`config.mk`:
```
export PLATFORM = sky130hd
export DESIGN_NAME = fma16_pipe
export DESIGN_NICKNAME = d
export VERILOG_FILES = /design/src/rtl/fma16_pkg.sv /design/src/rtl/fma16.sv /design/src/rtl/fma16_pipe.sv
export SDC_FILE = /design/constraint.sdc
export NUM_CORES = 2
export LEC_CHECK = 0
export CAP_MARGIN = 25
export CORE_UTILIZATION = 40
export DETAILED_ROUTE_END_ITERATION = 10
export PLACE_DENSITY_LB_ADDON = 0.08
export SLEW_MARGIN = 25
export SYNTH_ARGS = -nofsm -noshare
export SYNTH_HDL_FRONTEND = slang
export SYNTH_SLANG_ARGS = --single-unit
```
`constraint.sdc`:
```
create_clock -name clk -period 26.9 [get_ports clk]
set_clock_uncertainty 0.15 [all_clocks]
set_input_delay 5.38 -clock clk [delete_from_list [all_inputs] [get_ports clk]]
set_output_delay 5.38 -clock clk [all_outputs]
set_load 0.1 [all_outputs]
```
`src/rtl/fma16_pkg.sv`:
```
// fma16_pkg: flag bit positions, rounding-mode codes, operand bundle and float16 field helpers.
package fma16_pkg;
  localparam int FLG_NV = 3;
  localparam int FLG_OF = 2;
  localparam int FLG_UF = 1;
  localparam int FLG_NX = 0;
  localparam logic [1:0] RM_RZ  = 2'd0;
  localparam logic [1:0] RM_RNE = 2'd1;
  localparam logic [1:0] RM_DN  = 2'd2;
  localparam logic [1:0] RM_UP  = 2'd3;
  typedef struct packed {
    logic [15:0] x;
    logic [15:0] y;
    logic [15:0] z;
    logic [5:0]  ctrl;
  } bundle_t;
  function automatic logic [10:0] sig(input logic [14:0] v);
    return {|v[14:10], v[9:0]};
  endfunction
  function automatic logic [5:0] ex(input logic [4:0] e);
    return {1'b0, e | {4'b0, ~|e}};
  endfunction
  function automatic logic is_nan(input logic [14:0] v);
    return &v[14:10] && |v[9:0];
  endfunction
  function automatic logic is_snan(input logic [14:0] v);
    return is_nan(v) && !v[9];
  endfunction
  function automatic logic is_inf(input logic [14:0] v);
    return &v[14:10] && ~|v[9:0];
  endfunction
  function automatic logic is_zero(input logic [14:0] v);
    return ~|v[14:0];
  endfunction
endpackage

```
`src/rtl/fma16.sv`:
```
// fma16: half-precision fused multiply-add, x*y+z computed exactly on an 81-bit fixed-point grid then rounded once.
module fma16 import fma16_pkg::*; (
  input  logic [15:0] x,
  input  logic [15:0] y,
  input  logic [15:0] z,
  input  logic        mul,
  input  logic        add,
  input  logic        negp,
  input  logic        negz,
  input  logic [1:0]  roundmode,
  output logic [15:0] result,
  output logic [3:0]  flags
);
  logic [15:0] b, c;
  logic ps, zs, rs, same, pge, g, s, inc, ovf, inf_r, nan_a, pinf, inv;
  logic [10:0] sx, sb, sc, kept;
  logic [21:0] prod;
  logic [80:0] p, q, mag;
  logic [6:0] m, lsb;
  logic [16:0] enc;
  assign b = mul ? y : 16'h3c00;
  assign ps = x[15] ^ b[15] ^ negp;
  // a disabled addend is a zero signed like the product, so it never disturbs the result
  assign c = add ? z : {ps ^ negz, 15'h0};
  assign zs = c[15] ^ negz;
  assign sx = sig(x[14:0]);
  assign sb = sig(b[14:0]);
  assign sc = sig(c[14:0]);
  assign prod = {11'b0, sx} * {11'b0, sb};
  assign p = {59'b0, prod} << (ex(x[14:10]) + ex(b[14:10]) - 6'd2);
  assign q = {70'b0, sc} << (ex(c[14:10]) + 6'd23);
  assign same = ps == zs;
  assign pge = p >= q;
  assign mag = same ? p + q : pge ? p - q : q - p;
  assign rs = same | pge ? ps : zs;
  always_comb begin
    m = '0;
    for (int i = 0; i < 81; i++) if (mag[i]) m = 7'(i);
  end
  // bit 24 of mag weighs 2^-24, the subnormal LSB; normals keep 11 bits below the leading one
  assign lsb = m >= 7'd34 ? m - 7'd10 : 7'd24;
  assign kept = 11'(mag >> lsb);
  assign g = mag[lsb - 7'd1];
  assign s = |(mag & ((81'd1 << (lsb - 7'd1)) - 81'd1));
  assign inc = roundmode == RM_RNE ? g & (s | kept[0]) :
               roundmode == RM_RZ ? 1'b0 : ((roundmode == RM_DN) == rs) & (g | s);
  assign enc = ((m >= 7'd34 ? 17'(m - 7'd34) : 17'd0) << 10) + 17'(kept) + 17'(inc);
  assign ovf = enc >= 17'h7c00;
  assign inf_r = roundmode == RM_RNE || (roundmode != RM_RZ && (roundmode == RM_DN) == rs);
  assign nan_a = is_nan(x[14:0]) | is_nan(b[14:0]) | is_nan(c[14:0]);
  assign pinf = is_inf(x[14:0]) | is_inf(b[14:0]);
  assign inv = is_snan(x[14:0]) | is_snan(b[14:0]) | is_snan(c[14:0]) |
               (is_inf(x[14:0]) & is_zero(b[14:0])) | (is_zero(x[14:0]) & is_inf(b[14:0])) |
               (pinf & is_inf(c[14:0]) & !same & !nan_a);
  always_comb begin
    flags = '0;
    result = {rs, enc[14:0]};
    if (nan_a | inv) begin
      result = 16'h7e00;
      flags[FLG_NV] = inv;
    end else if (pinf) result = {ps, 15'h7c00};
    else if (is_inf(c[14:0])) result = {zs, 15'h7c00};
    else if (mag == '0) result = {same ? ps : roundmode == RM_DN, 15'h0};
    else if (ovf) begin
      result = {rs, inf_r ? 15'h7c00 : 15'h7bff};
      flags[FLG_OF] = 1'b1;
      flags[FLG_NX] = 1'b1;
    end else begin
      flags[FLG_UF] = m < 7'd34 && (g | s);
      flags[FLG_NX] = g | s;
    end
  end
endmodule

```
`src/rtl/fma16_pipe.sv`:
```
// fma16_pipe: FIFO-buffered, output-registered fma16 with valid/ready handshakes.
// Define FMA16_STICKY_FLAGS_EN to add the sticky_flags accumulator and its flags_clr input.
module fma16_pipe import fma16_pkg::*; #(
  parameter int DEPTH = 4
) (
  input  logic        clk,
  input  logic        reset,
  input  logic        in_valid,
  output logic        in_ready,
  input  logic [15:0] x,
  input  logic [15:0] y,
  input  logic [15:0] z,
  input  logic [5:0]  ctrl,
  output logic        out_valid,
  input  logic        out_ready,
  output logic [15:0] result,
  output logic [3:0]  flags
`ifdef FMA16_STICKY_FLAGS_EN
  ,
  output logic [3:0]  sticky_flags,
  input  logic        flags_clr
`endif
);
  localparam int AW = $clog2(DEPTH);
  localparam logic [AW:0] FULL = (AW+1)'(DEPTH);
  bundle_t mem [DEPTH];
  bundle_t hd;
  logic [AW-1:0] wp, rp;
  logic [AW:0] cnt;
  logic live, push, pop;
  logic [15:0] f_res;
  logic [3:0] f_flg;
  // live keeps in_ready low through reset and for the cycle it is released
  assign in_ready = live && cnt != FULL;
  assign push = in_valid && in_ready;
  assign pop = cnt != '0 && (!out_valid || out_ready);
  assign hd = mem[rp];
  fma16 u_fma (
    .x(hd.x), .y(hd.y), .z(hd.z),
    .mul(hd.ctrl[3]), .add(hd.ctrl[2]), .negp(hd.ctrl[1]), .negz(hd.ctrl[0]),
    .roundmode(hd.ctrl[5:4]), .result(f_res), .flags(f_flg)
  );
  always_ff @(posedge clk)
    if (push) mem[wp] <= {x, y, z, ctrl};
  always_ff @(posedge clk or posedge reset)
    if (reset) begin
      live <= 1'b0;
      wp <= '0;
      rp <= '0;
      cnt <= '0;
      out_valid <= 1'b0;
      result <= '0;
      flags <= '0;
    end else begin
      live <= 1'b1;
      if (push) wp <= wp + AW'(1);
      if (pop) rp <= rp + AW'(1);
      cnt <= cnt + (AW+1)'(push) - (AW+1)'(pop);
      if (pop) begin
        out_valid <= 1'b1;
        result <= f_res;
        flags <= f_flg;
      end else if (out_ready) out_valid <= 1'b0;
    end
`ifdef FMA16_STICKY_FLAGS_EN
  always_ff @(posedge clk or posedge reset)
    if (reset) sticky_flags <= '0;
    else if (flags_clr) sticky_flags <= pop ? f_flg : 4'b0;
    else if (pop) sticky_flags <= sticky_flags | f_flg;
`endif
endmodule

```
==> run summary <==
==================================================================================================
Run status                                                                            finished, violations left
Failing checks                                                                        max-slew violations
CTS Root Cell                                                                            clkbuf_16
Fraction of final layout cells with drive strength greater than 1                          0.08867
Hold Worst Slack                                                                         0.3436 ns
Busiest metal layer after global routing                                                      met2
Number of gates given a new drive strength after cts                                             0
FFs w/ async S/R, synth                                                                     0.1184
Top-area cell type share of the netlist area                                                0.1488
Slowest library cell on the worst path                                                     dfrtp_4
Cells taking the most area after synthesis                                            edfxtp_1 (15%), ha_1 (8.9%), a21oi_1 (5.6%)
Die Width                                                                                 332.2 um
Final-report setup violation count                                                               0
Slack of the worst reg-to-reg path                                                         1.28 ns
Global routing met3 resource utilization                                                   0.09995
Port buffer count                                                                               79
Arrival time at the worst endpoint                                                        25.87 ns
Utilization after layout                                                                    0.4387
Pin count of the biggest net entering global routing                                            66
Yosys warns                                                                                      0
Residual DRC                                                                                     0
Worst flop-to-flop path endpoint                                                      result[8]$_DFFE_PP0P_
CTS max path bufs                                                                                3
Number of global-route vias before repair                                                   47.36k
Post-synth top flop                                                                       edfxtp_1
TritonCTS clock tree                                                                          done
Post-synthesis cell area                                                                 43600 um2
Worst-margin pin slew                                                                     1.670 ns
Number of top-level pins                                                                        80
Setup crit start kind                                                                    flip-flop
Terminating pin of the worst hold path                                                out_valid$_DFFE_PP0P_
Setup TNS after final layout                                                                  0 ns
Reg2reg start                                                                         rp[0]$_DFFE_PP0P_
Starting density of the core                                                                0.4056
GR Util met1                                                                                0.5138
Crit path time final                                                                      25.62 ns
Hold WC Path Type                                                                     flip-flop to flip-flop
Maximum frequency from static timing analysis                                          0.03903 GHz
Final period utilization                                                                    0.9525
Cell taking the most area after synthesis                                                 edfxtp_1
Number of failing hold endpoints at the final stage                                              0
Commonest cells after routing, fill and taps aside                                    nor2_1 (594), nand2_1 (546), a21oi_1 (487), inv_1 (385), ha_1 (311)
Total core area                                                                         107500 um2
WHS Path Cells                                                                                   2
Most common cell after layout, fill and taps aside                                          nor2_1
Detailed-placement wirelength estimate                                                    198.4 mm
CP endpoint kind                                                                         flip-flop
Number of antenna violations at the first check in global routing                               16
Post-route antenna net violation count                                                           0
Nets                                                                                          6156
Clock transition time at the flip-flop clock pins of the worst setup and hold paths        0.06 ns
RePlAce Congestion                                                                           1.095
GRT Resource Usage Total                                                                    0.4274
Total number of H-tree levels                                                                    1
Starting DRC count in detailed routing                                                        7320
Post-CTS Hold Fix Bufs                                                                           0
Maxcap violations                                                                                0
Total detailed-routing wirelength                                                         244.8 mm
Post-synthesis sequential area ratio                                                        0.1654
CTS Buf Count                                                                                   22
Required time at the endpoint of the critical path                                        27.15 ns
Sink Count                                                                                     245
Met2 layer usage reported by global route                                                   0.6655
Post-Layout Inst Area                                                                    47170 um2
Global-route wire length before repair                                                    347.4 mm
Mean post-synth cell area                                                                7.628 um2
Worst Setup Path Type                                                                 flip-flop to flip-flop
TritonRoute pass-1 iters                                                                         8
Overall die height                                                                        332.2 um
Number of post-CTS setup repair buffers                                                          0
Routed wirelength normalized by instance count                                            34.38 um
Number of flops mapped to enable cells by yosys                                                216
Number of core rows                                                                            120
Synthesized instance count                                                                    5716
Reg2reg path depth                                                                              71
Die Footprint                                                                           110300 um2
Hold Startpoint                                                                       out_valid$_DFFE_PP0P_
Clock insertion delay at the later pin of the skew report                                  0.52 ns
Unique cell type count in the Yosys netlist                                                    131
Headroom to the max-slew limit                                                             -0.1419
Average via count per standard cell                                                          6.991
Max FO, Critical Path                                                                           58
Critical path's largest stage delay                                                        0.86 ns
Area growth syn-to-layout                                                                   8.176%
RSZ-0062 raised after global routing                                                            no
Remaining global-route overflow                                                                  0
Register bit count reported by yosys                                                           245
Number of vias after detailed routing                                                       49.79k
Cell area reported after detailed placement                                              46360 um2
Number of pins with negative max-slew slack in the final report                                  3
==================================================================================================
-- per-stage QoR --
| stage | instances | worst slack, ns |
|---|---|---|
| after floorplan | 5763 | 4.806 |
| after global placement | 7081 | 2.305 |
| after detailed placement | 7081 | 2.390 |
| after CTS | 7121 | 2.285 |
| after global routing | 7121 | 0.3186 |
| final | 7122 | 1.278 |
-- state kept, by name, indices dropped and copies added, names as in the netlist --
name       count
rp             2
cnt            3
wp             2
out_valid      1
flags          4
live           1
result        16
mem          216
-- worst max-delay path by stage --
stage,start,to,cells after the start
after detailed placement,rp[0]$_DFFE_PP0P_,result[8]$_DFFE_PP0P_,74
after global routing,rp[0]$_DFFE_PP0P_,result[1]$_DFFE_PP0P_,69
after floorplan,rp[1]$_DFFE_PP0P_,result[8]$_DFFE_PP0P_,93
after CTS,rp[0]$_DFFE_PP0P_,result[8]$_DFFE_PP0P_,74
final,rp[0]$_DFFE_PP0P_,result[8]$_DFFE_PP0P_,71
after global placement,rp[0]$_DFFE_PP0P_,result[0]$_DFFE_PP0P_,73
-- cell type report --
type	count	area [um2]
antenna	1	2.502
fill	11230	60340
tap	1403	1755
multi-input combinational	4782	33830
inverter	399	1500
sequential	245	7219
clock inverter	15	209.0
timing repair buffer	252	2090
clock buffer	25	561.8
-- routing by layer --
layer	vias up	routed length (um)
li1	21290	-
met1	24220	91100
met4	22	22030
met3	988	25170
met2	3280	106300
met5	-	215
-- critical path: cells and delay by family, from the launching register on --
kind	cells	cell delay (ns)
adders and majority gates	11	4.97
AOI/OAI and AO/OA	27	8.91
DFF	1	0.86
and+or+nand+nor	24	8.15
buffers and inverters	7	1.56
muxes	2	0.80
-- Yosys cell counts, types with 46 or more instances --
| master | count |
|---|---|
| o21bai_1 | 89 |
| fa_1 | 85 |
| and2_1 | 68 |
| nand2b_1 | 61 |
| or2_2 | 46 |
| nor3_1 | 146 |
| a21oi_1 | 487 |
| o22ai_1 | 61 |
| a21o_1 | 82 |
| a31oi_1 | 73 |
| nor2_1 | 596 |
| nor4_1 | 100 |
| nand3_1 | 127 |
| mux2_2 | 47 |
| nand2_1 | 547 |
| a211oi_1 | 77 |
| nand4_1 | 91 |
| clkbuf_1 | 210 |
| edfxtp_1 | 216 |
| xnor2_1 | 104 |
| buf_2 | 58 |
| mux2i_1 | 172 |
| o21a_1 | 52 |
| o31ai_1 | 60 |
| ha_1 | 311 |
| nor2b_1 | 46 |
| inv_1 | 385 |
| and3_1 | 54 |
| o211ai_1 | 80 |
| mux4_2 | 65 |
| o21ai_0 | 280 |
-- cell families after synthesis --
family | after synthesis | synth area share
AND/OR/NAND/NOR | 2059 | 0.2303
AO/OA/AOI/OAI | 1855 | 0.2914
buffers and inverters | 736 | 0.06979
adder cells (fa/ha/maj) | 396 | 0.1283
multiplexers | 291 | 0.08741
flip-flops | 245 | 0.1654
XOR/XNOR | 132 | 0.02720
other | 2 | 0.0001722
Power is left out: the tool's default activity adds up to more than one toggle a clock period on the data nets, which glitch-free logic cannot reach.
